===== config.mk =====
export PLATFORM = sky130hd
export DESIGN_NAME = mult_div_unit
export DESIGN_NICKNAME = d
export VERILOG_FILES = /design/src/rtl/md_pkg.sv /design/src/rtl/md_abs_neg.sv /design/src/rtl/mult_div_unit.sv
export SDC_FILE = /design/constraint.sdc
export NUM_CORES = 1
export LEC_CHECK = 0
export ABC_CLOCK_PERIOD_IN_PS = 5400
export BUFFER_PORTS_ARGS = -buffer_cell sky130_fd_sc_hd__buf_4
export CORE_MARGIN = 4
export CORE_UTILIZATION = 60
export CTS_BUF_LIST = sky130_fd_sc_hd__clkbuf_8
export DETAILED_ROUTE_END_ITERATION = 10
export PLACE_DENSITY_LB_ADDON = 0.3
export SETUP_SLACK_MARGIN = 0.3
export SLEW_MARGIN = 20
export SYNTH_ARGS = -nofsm -noshare
export SYNTH_HDL_FRONTEND = slang
export SYNTH_SLANG_ARGS = --single-unit

===== constraint.sdc =====
create_clock -name Clk -period 5.4 [get_ports Clk]
set_clock_uncertainty 0.15 [all_clocks]
set_input_delay 0.27 -clock Clk [delete_from_list [all_inputs] [get_ports Clk]]
set_output_delay 0.27 -clock Clk [all_outputs]
set_load 0.03 [all_outputs]

===== src/rtl/md_pkg.sv =====
// Shared definitions for the iterative multiply/divide unit: operation and
// state encodings, default datapath width and the iteration counter sizing.
package md_pkg;

  localparam int MD_WIDTH = 32;

  typedef enum logic [1:0] {
    MD_MULT  = 2'b00,
    MD_MULTU = 2'b01,
    MD_DIV   = 2'b10,
    MD_DIVU  = 2'b11
  } md_op_e;

  typedef enum logic [1:0] {
    S_IDLE = 2'b00,
    S_CALC = 2'b01,
    S_FIX  = 2'b10
  } md_state_e;

  // Iteration counter must hold 0..width-1 with headroom for the compare.
  function automatic int cntWidth(input int width);
    return $clog2(width) + 1;
  endfunction

endpackage


===== src/rtl/md_abs_neg.sv =====
// Conditional two's-complement negate. Used with Negate = signed & msb to
// form an absolute value, and with Negate = result-sign to restore a sign.
module md_abs_neg
  import md_pkg::*;
#(
  parameter int WIDTH = MD_WIDTH
) (
  input  logic [WIDTH-1:0] Value,
  input  logic             Negate,
  output logic [WIDTH-1:0] Result
);

  // Pure combinational negate; -Value of the most negative number wraps to itself.
  assign Result = Negate ? -Value : Value;

endmodule


===== src/rtl/mult_div_unit.sv =====
// Iterative 32-bit multiply/divide unit with architectural HI/LO registers.
// One radix-2 step per clock: shift-add for multiply, restoring
// shift-subtract for divide, followed by a single sign-fix cycle.
module mult_div_unit
  import md_pkg::*;
#(
  parameter int WIDTH = MD_WIDTH
) (
  input  logic             Clk,
  input  logic             Rst_n,
  input  logic             Start,
  input  logic [1:0]       Op,
  input  logic [WIDTH-1:0] A,
  input  logic [WIDTH-1:0] B,
  input  logic             HiWrite,
  input  logic             LoWrite,
  input  logic [WIDTH-1:0] MoveData,
  output logic             Busy,
  output logic             Done,
  output logic             DivZero,
  output logic [WIDTH-1:0] Hi,
  output logic [WIDTH-1:0] Lo
);

  localparam int CntW = cntWidth(WIDTH);

  md_state_e          state;
  md_state_e          nextState;
  logic [CntW-1:0]    cnt;
  logic [2*WIDTH-1:0] acc;
  logic [WIDTH-1:0]   operand;
  logic               isDiv;
  logic               negQ;
  logic               negR;
  logic               bZero;

  logic               accept;
  logic               moveOk;
  logic               lastStep;
  logic               opSigned;
  logic               opIsDiv;
  logic [WIDTH-1:0]   absA;
  logic [WIDTH-1:0]   absB;
  logic [WIDTH:0]     sumMul;
  logic [WIDTH:0]     trialDiv;
  logic [2*WIDTH-1:0] accNext;
  logic [2*WIDTH-1:0] prodFixed;
  logic [WIDTH-1:0]   quoFixed;
  logic [WIDTH-1:0]   remFixed;
  logic [WIDTH-1:0]   hiRes;
  logic [WIDTH-1:0]   loRes;

  assign accept   = (state == S_IDLE) && Start;
  assign moveOk   = (state == S_IDLE) && !Start;
  assign lastStep = (cnt == CntW'(WIDTH - 1));
  assign opSigned = (Op == MD_MULT) || (Op == MD_DIV);
  assign opIsDiv  = (Op == MD_DIV) || (Op == MD_DIVU);
  assign Busy     = (state != S_IDLE);

  // Operand conditioning: magnitudes for signed ops, raw values otherwise.
  md_abs_neg #(.WIDTH(WIDTH)) uAbsA (
    .Value (A),
    .Negate(opSigned & A[WIDTH-1]),
    .Result(absA)
  );

  md_abs_neg #(.WIDTH(WIDTH)) uAbsB (
    .Value (B),
    .Negate(opSigned & B[WIDTH-1]),
    .Result(absB)
  );

  // Result sign correction for product, quotient and remainder.
  md_abs_neg #(.WIDTH(2 * WIDTH)) uFixProd (
    .Value (acc),
    .Negate(negQ),
    .Result(prodFixed)
  );

  md_abs_neg #(.WIDTH(WIDTH)) uFixQuo (
    .Value (acc[WIDTH-1:0]),
    .Negate(negQ),
    .Result(quoFixed)
  );

  md_abs_neg #(.WIDTH(WIDTH)) uFixRem (
    .Value (acc[2*WIDTH-1:WIDTH]),
    .Negate(negR),
    .Result(remFixed)
  );

  // Partial sum for multiply and trial subtraction of the shifted remainder for divide.
  assign sumMul   = {1'b0, acc[2*WIDTH-1:WIDTH]} + {1'b0, operand};
  assign trialDiv = acc[2*WIDTH-1:WIDTH-1] - {1'b0, operand};

  // One radix-2 iteration of the accumulator.
  // NOTE: every always_comb output gets a default first so no path leaves it unassigned (no latch).
  always_comb begin
    accNext = acc;
    if (isDiv) begin
      if (trialDiv[WIDTH]) begin
        accNext = {acc[2*WIDTH-2:0], 1'b0};
      end else begin
        accNext = {trialDiv[WIDTH-1:0], acc[WIDTH-2:0], 1'b1};
      end
    end else if (acc[0]) begin
      accNext = {sumMul, acc[WIDTH-1:1]};
    end else begin
      accNext = {1'b0, acc[2*WIDTH-1:1]};
    end
  end

  // Final HI/LO values; a zero divisor forces an all-ones quotient.
  always_comb begin
    hiRes = prodFixed[2*WIDTH-1:WIDTH];
    loRes = prodFixed[WIDTH-1:0];
    if (isDiv) begin
      hiRes = remFixed;
      loRes = bZero ? '1 : quoFixed;
    end
  end

  // FSM state register.
  // NOTE: sequential state uses non-blocking assignments so all registers update from pre-edge values.
  always_ff @(posedge Clk or negedge Rst_n) begin
    if (!Rst_n) begin
      state <= S_IDLE;
    end else begin
      state <= nextState;
    end
  end

  // FSM next-state: IDLE -> CALC for WIDTH steps -> FIX -> IDLE.
  always_comb begin
    nextState = state;
    case (state)
      S_IDLE:  if (Start) nextState = S_CALC;
      S_CALC:  if (lastStep) nextState = S_FIX;
      S_FIX:   nextState = S_IDLE;
      default: nextState = S_IDLE;
    endcase
  end

  // Datapath: latch conditioned operands on accept, iterate while in CALC.
  always_ff @(posedge Clk or negedge Rst_n) begin
    if (!Rst_n) begin
      acc     <= '0;
      operand <= '0;
      cnt     <= '0;
      isDiv   <= 1'b0;
      negQ    <= 1'b0;
      negR    <= 1'b0;
      bZero   <= 1'b0;
    end else if (accept) begin
      acc     <= {{WIDTH{1'b0}}, (opIsDiv ? absA : absB)};
      operand <= opIsDiv ? absB : absA;
      cnt     <= '0;
      isDiv   <= opIsDiv;
      negQ    <= opSigned & (A[WIDTH-1] ^ B[WIDTH-1]);
      negR    <= opSigned & A[WIDTH-1];
      bZero   <= (B == '0);
    end else if (state == S_CALC) begin
      acc <= accNext;
      cnt <= cnt + CntW'(1);
    end
  end

  // Architectural HI/LO, Done pulse and divide-by-zero flag.
  always_ff @(posedge Clk or negedge Rst_n) begin
    if (!Rst_n) begin
      Hi      <= '0;
      Lo      <= '0;
      Done    <= 1'b0;
      DivZero <= 1'b0;
    end else begin
      Done <= (state == S_FIX);
      if (state == S_FIX) begin
        Hi      <= hiRes;
        Lo      <= loRes;
        DivZero <= isDiv & bZero;
      end else if (moveOk) begin
        if (HiWrite) Hi <= MoveData;
        if (LoWrite) Lo <= MoveData;
      end
    end
  end

endmodule

-- Word-level counts from Yosys, hierarchy flattened
Index checks and enable logic that the tools add are counted.
W data, S select, Z words.
- register bits: 174
- word-level logic and storage cells: 74
- reduce and logical (&&, ||, !) cells: 16
- mux-type cells: 26
- bitwise logic cells: 5
- add/sub/neg operators: 8
- equality and inequality tests: 7
- operators with widths (cell ; number):
    $mux W32 ; 15
    $mux W64 ; 6
    $neg A32 Y32 ; 4
    $neg A64 Y64 ; 1
    $add A32 B32 Y33 ; 1
    $sub A33 B32 Y33 ; 1
    $logic_not A32 Y1 ; 1
    $mux W6 ; 2
    $reduce_bool A2 Y1 ; 5
    $add A6 B1 Y6 const B ; 1
    $eq A2 B2 Y1 const B ; 3
    $eq A6 B5 Y1 const B ; 1
    $reduce_and A2 Y1 ; 3
    $and A1 B1 Y1 ; 4
    $logic_not A2 Y1 ; 2
    $mux W2 ; 2
    $ne A2 B2 Y1 const B ; 2
    $pmux W2 S2 ; 1
    $eq A2 B1 Y1 const B ; 1
    $logic_and A1 B1 Y1 ; 2
    $logic_or A1 B1 Y1 ; 2
    $logic_not A1 Y1 ; 1
    $xor A1 B1 Y1 ; 1

-- Logic depth before layout (Yosys ltp)
- depth in word-level cells: 6
- depth in mapped cells: 14
- mapped depth without buffers: 12

-- Hierarchy
A second synthesis with hierarchy kept.
- cells, all modules: 2201
- area, all modules: 17503.0 µm²
- by module, submodules not included (module ; instances ; cells each ; area each (µm²)):
    mult_div_unit ; 1 ; 1571 ; 12981.2
    md_abs_neg (uAbsA ...) ; 4 ; 108 ; 767.0
    md_abs_neg (uFixProd) ; 1 ; 198 ; 1453.9

-- Least setup slack after synthesis
OpenSTA, ideal clock, no wires.
- kind: register to register
- from: register acc[31]
- to: register acc[0]
- required time: 5113 ps
- cell stages (with the launch flop): 15
- data arrival time: 2996 ps
- setup slack: 2117 ps
- library setup time: 137 ps
- buffers on the path: 2
- clock period less this slack: 3283 ps
- cell sequence: dfrtp_1 -> inv_1 -> ha_1 -> fa_1 -> nor2b_1 -> o2111ai_1 -> a31oi_1 -> o21ai_0 -> a21o_1 -> nand3_1 -> clkbuf_1 -> clkbuf_1 -> mux2i_1 -> o21ai_0 -> o21ai_0
- cells in the longest elaborated chain, start to end: 5
- ends and longest elaborated chain (item ; RTL line ; source):
    start, declared ; mult_div_unit.sv:30 ; logic [2*WIDTH-1:0] acc;
    start signal, assigned ; mult_div_unit.sv:155 ; acc <= {{WIDTH{1'b0}}, (opIsDiv ? absA : absB)};
    start signal, assigned ; mult_div_unit.sv:163 ; acc <= accNext;
    $sub A33 B32 Y33 ; mult_div_unit.sv:94 ; assign trialDiv = acc[2*WIDTH-1:WIDTH-1] - {1'b0, operand};
    $mux W64 ; mult_div_unit.sv:101 ; if (trialDiv[WIDTH]) begin
    $mux W64 ; mult_div_unit.sv:100 ; if (isDiv) begin
    $mux W64 ; mult_div_unit.sv:162 ; end else if (state == S_CALC) begin
    $mux W64 ; mult_div_unit.sv:154 ; end else if (accept) begin
Every way passes these cells. The select of a mux whose other input is x is not followed.
A chain may end at the register's enable or synchronous reset.

-- Worst setup path after layout
- from: register acc[32]
- to: register acc[60]
- cells in the longest elaborated chain, start to end: 5
- ends and longest elaborated chain (item ; RTL line):
    $sub A33 B32 Y33 or $add A32 B32 Y33 (tied branches) ; mult_div_unit.sv:94, mult_div_unit.sv:93
    $mux W64, on equally long branches ; mult_div_unit.sv:101, mult_div_unit.sv:106
    $mux W64 * ; mult_div_unit.sv:100
    $mux W64 * ; mult_div_unit.sv:162
    $mux W64 * ; mult_div_unit.sv:154
Every way passes the cells marked *; elsewhere a longest branch is shown, timed or not. The select of a mux whose other input is x is not followed.

==> results.ini <==
[flow_run]
drv_cap = 0

[worst_setup_path]
criticalPathCategory = register to register
r2r_cells = 11
worstSetupStartpoint = acc[32]$_DFFE_PN0P_
regToRegSetupSlack_ns = 1.21
worst_ep_arrival_time_ns = 4.45
crit_required_ns = 5.66
regToRegStartpoint = acc[32]$_DFFE_PN0P_
critPathLaunchType = register
end_kind = register
cp-endpoint = acc[60]$_DFFE_PN0P_
cp_max_fo = 14
worstReg2RegEnd = acc[60]$_DFFE_PN0P_

[synth]
synth_cell_types = 76
ys_seq_area_frac = 0.2861
synth_seq_cells = 174
synth_edf_count = 0
netlist_area_mm2 = 0.01522
ys.warnings.count = 0
syn_inst = 1951
avgSynthCellArea_um2 = 7.801
async_reset_ff_frac = 1.000
synth_nets = 2125
ys.flop_type = dfrtp_1

[global_route]
grt.total_usage = 0.3813
met3_usage = 0.1230
grt_max_degree = 103
grt_pass1_wl_um = 84950
antenna_found_initial = 0
grt_overflow = 0
met1_usage = 0.5212
grt_use_met2 = 0.5639
grt_pass1_vias = 14900
grt-busiest-layer = met2

[power_and_ir_drop]
power_density_mw_per_mm2 = 612.9
ir_drop_mv = 0.3304
leakagePower_nw = 7.539

[clock_tree]
clk_path_buf_depth = 2
numCtsBuffers = 17
cts_setup_buffers = 0
clock-sinks = 174
cts_max_level = 4
cts_tree = yes
clkSlewWorstSetupHoldPaths_ns = 0.12
clk_latency_ns = 0.50
cts_root_buf = clkbuf_8

[place]
place_inst = 2355
hpwlAfterDp_um = 42220
gp_congestion = 1.006
port_buffers = 169

[cells_and_area]
stdcell_count = 2424
layout_commonest_cell = nand2_1
post_route_cells_drive_above_1_share = 0.1424
mostFrequentLayoutCells = nand2_1, a21oi_1, buf_4
syn_to_final_growth_pct = 14.69
nNetsFinal = 2254

[floorplan]
dieHeight_um = 167.3
die_w_um = 167.3
ioPinCount = 170
fp-row-count = 58
start_util = 0.6079
die_area_mm2 = 0.02798
core_mm2 = 0.02504

[sta]
hold_viol = 0
finalSetupTns_ns = 0
period_needed_ns = 4.194
tightest_slew_ns = 0.9703
maxSlewHeadroom = 0.3532
setup_violations = 0
fmax_mhz = 238.4
slew_viol_final = 0
rsz0062_at_grt = no
min_period_over_period = 0.7767

[detailed_routing]
vias = 15930
drt_iter0_drc = 1935
ant_nets = 0
drt-pass1-iter-count = 6
route.detailed.drc = 0
routed_wl_um = 54880
wl_per_cell_um = 22.64
avgViaCountPerCell = 6.571

[worst_hold_path]
min_path_type = input port to register

[status]
status = completed

## through the flow
| step | instance area (um2) | total power [mW] | hold WS (ns) | util | setup WS, ns |
|---|---|---|---|---|---|
| 3_5_place_dp | 16660 | 9.388 | 0.09261 | 0.6655 | 1.361 |
| 2_1_floorplan | 15220 | 7.264 | -0.1756 | - | 2.117 |
| 6_report | 17460 | 10.70 | 0.03890 | 0.6972 | 1.206 |
| 4_1_cts | 17450 | 10.40 | 0.002953 | 0.6971 | 1.302 |
| 5_1_grt | 17450 | 11.35 | 0.03421 | 0.6971 | 0.9419 |
| 3_3_place_gp | 16660 | 9.311 | 0.09270 | 0.6655 | 1.443 |
## power breakdown
| part | total [mW] | switching (mW) | internal, mW |
|---|---|---|---|
| clock | 0.986 | 0.626 | 0.359 |
| sequential | 2.51 | 0.734 | 1.77 |
| combinational | 7.21 | 4.38 | 2.83 |
| total | 10.7 | 5.74 | 4.96 |
## Yosys cell counts, drive strengths merged (24+ instances only)
cell,instances,area [um2]
a21o,40,300.3
a21oi,208,1041
a31oi,24,150.1
clkbuf,105,394.1
dfrtp,174,4354
ha,69,863.3
inv,61,229.0
mux2,34,382.9
mux2i,36,360.4
nand2,210,788.3
nor2,173,651.9
nor3,38,190.2
o21ai,178,894.6
o22a,25,219.0
o22ai,36,225.2
o31ai,30,239.0
or3,27,168.9
xnor2,68,595.6
xor2,95,832.1
## critical path, cell delays in order, from the launching register on
cell       delay (ns)
dfrtp_1          0.54
inv_1            0.21
fa_1             0.49
nor2b_1          0.19
o2111ai_1        0.19
a31oi_1          0.38
o21ai_0          0.32
nand3_1          0.18
and3_1           0.68
o311ai_0         0.28
a31o_2           0.31
a22oi_1          0.18
## cell type report
type | count | area, um2
timing repair buffer | 232 | 1836
fill | 2064 | 7581
sequential | 174 | 4355
inverter | 61 | 229.0
clock buffer | 17 | 234.0
tap | 330 | 412.9
clock inverter | 15 | 196.4
multi-input combinational | 1594 | 10190
antenna | 1 | 2.502
## state kept, by name (all words and copies together), names as in the netlist
name     cells
cnt          6
Done         1
negR         1
bZero        1
acc         64
operand     32
isDiv        1
DivZero      1
negQ         1
Lo          32
state        2
Hi          32
## layer usage
layer	up-vias	share of wire
li1	7360	-
met1	7498	0.41
met2	938	0.42
met3	131	0.12
met4	0	0.045
met5	-	0
## worst min-delay path by stage
stage                      startpoint                   to  cells past startpoint
after floorplan                 Rst_n  DivZero$_DFFE_PN0P_                      0
after global placement          Rst_n  acc[62]$_DFFE_PN0P_                      1
after detailed placement        Rst_n  acc[57]$_DFFE_PN0P_                      1
after CTS                 MoveData[3]    Hi[3]$_DFFE_PN0P_                      3
after global routing      MoveData[3]    Hi[3]$_DFFE_PN0P_                      3
final                     MoveData[3]    Hi[3]$_DFFE_PN0P_                      3
## timing repair
item / in CTS / in global routing
hold buffers: 36 / 0
hold endpoints to repair: 95 / 0
gates resized for setup: 0 / 0
## cells by family after synthesis
| kind of cell | share of synthesized area |
|---|---|
| AO/OA/AOI/OAI | 0.2836 |
| AND/OR/NAND/NOR | 0.1829 |
| buffers and inverters | 0.04538 |
| flip-flops | 0.2861 |
| XOR/XNOR | 0.09380 |
| adder cells (fa/ha/maj) | 0.05936 |
| multiplexers | 0.04883 |
Note: power is estimated with default switching activity, not from simulation.
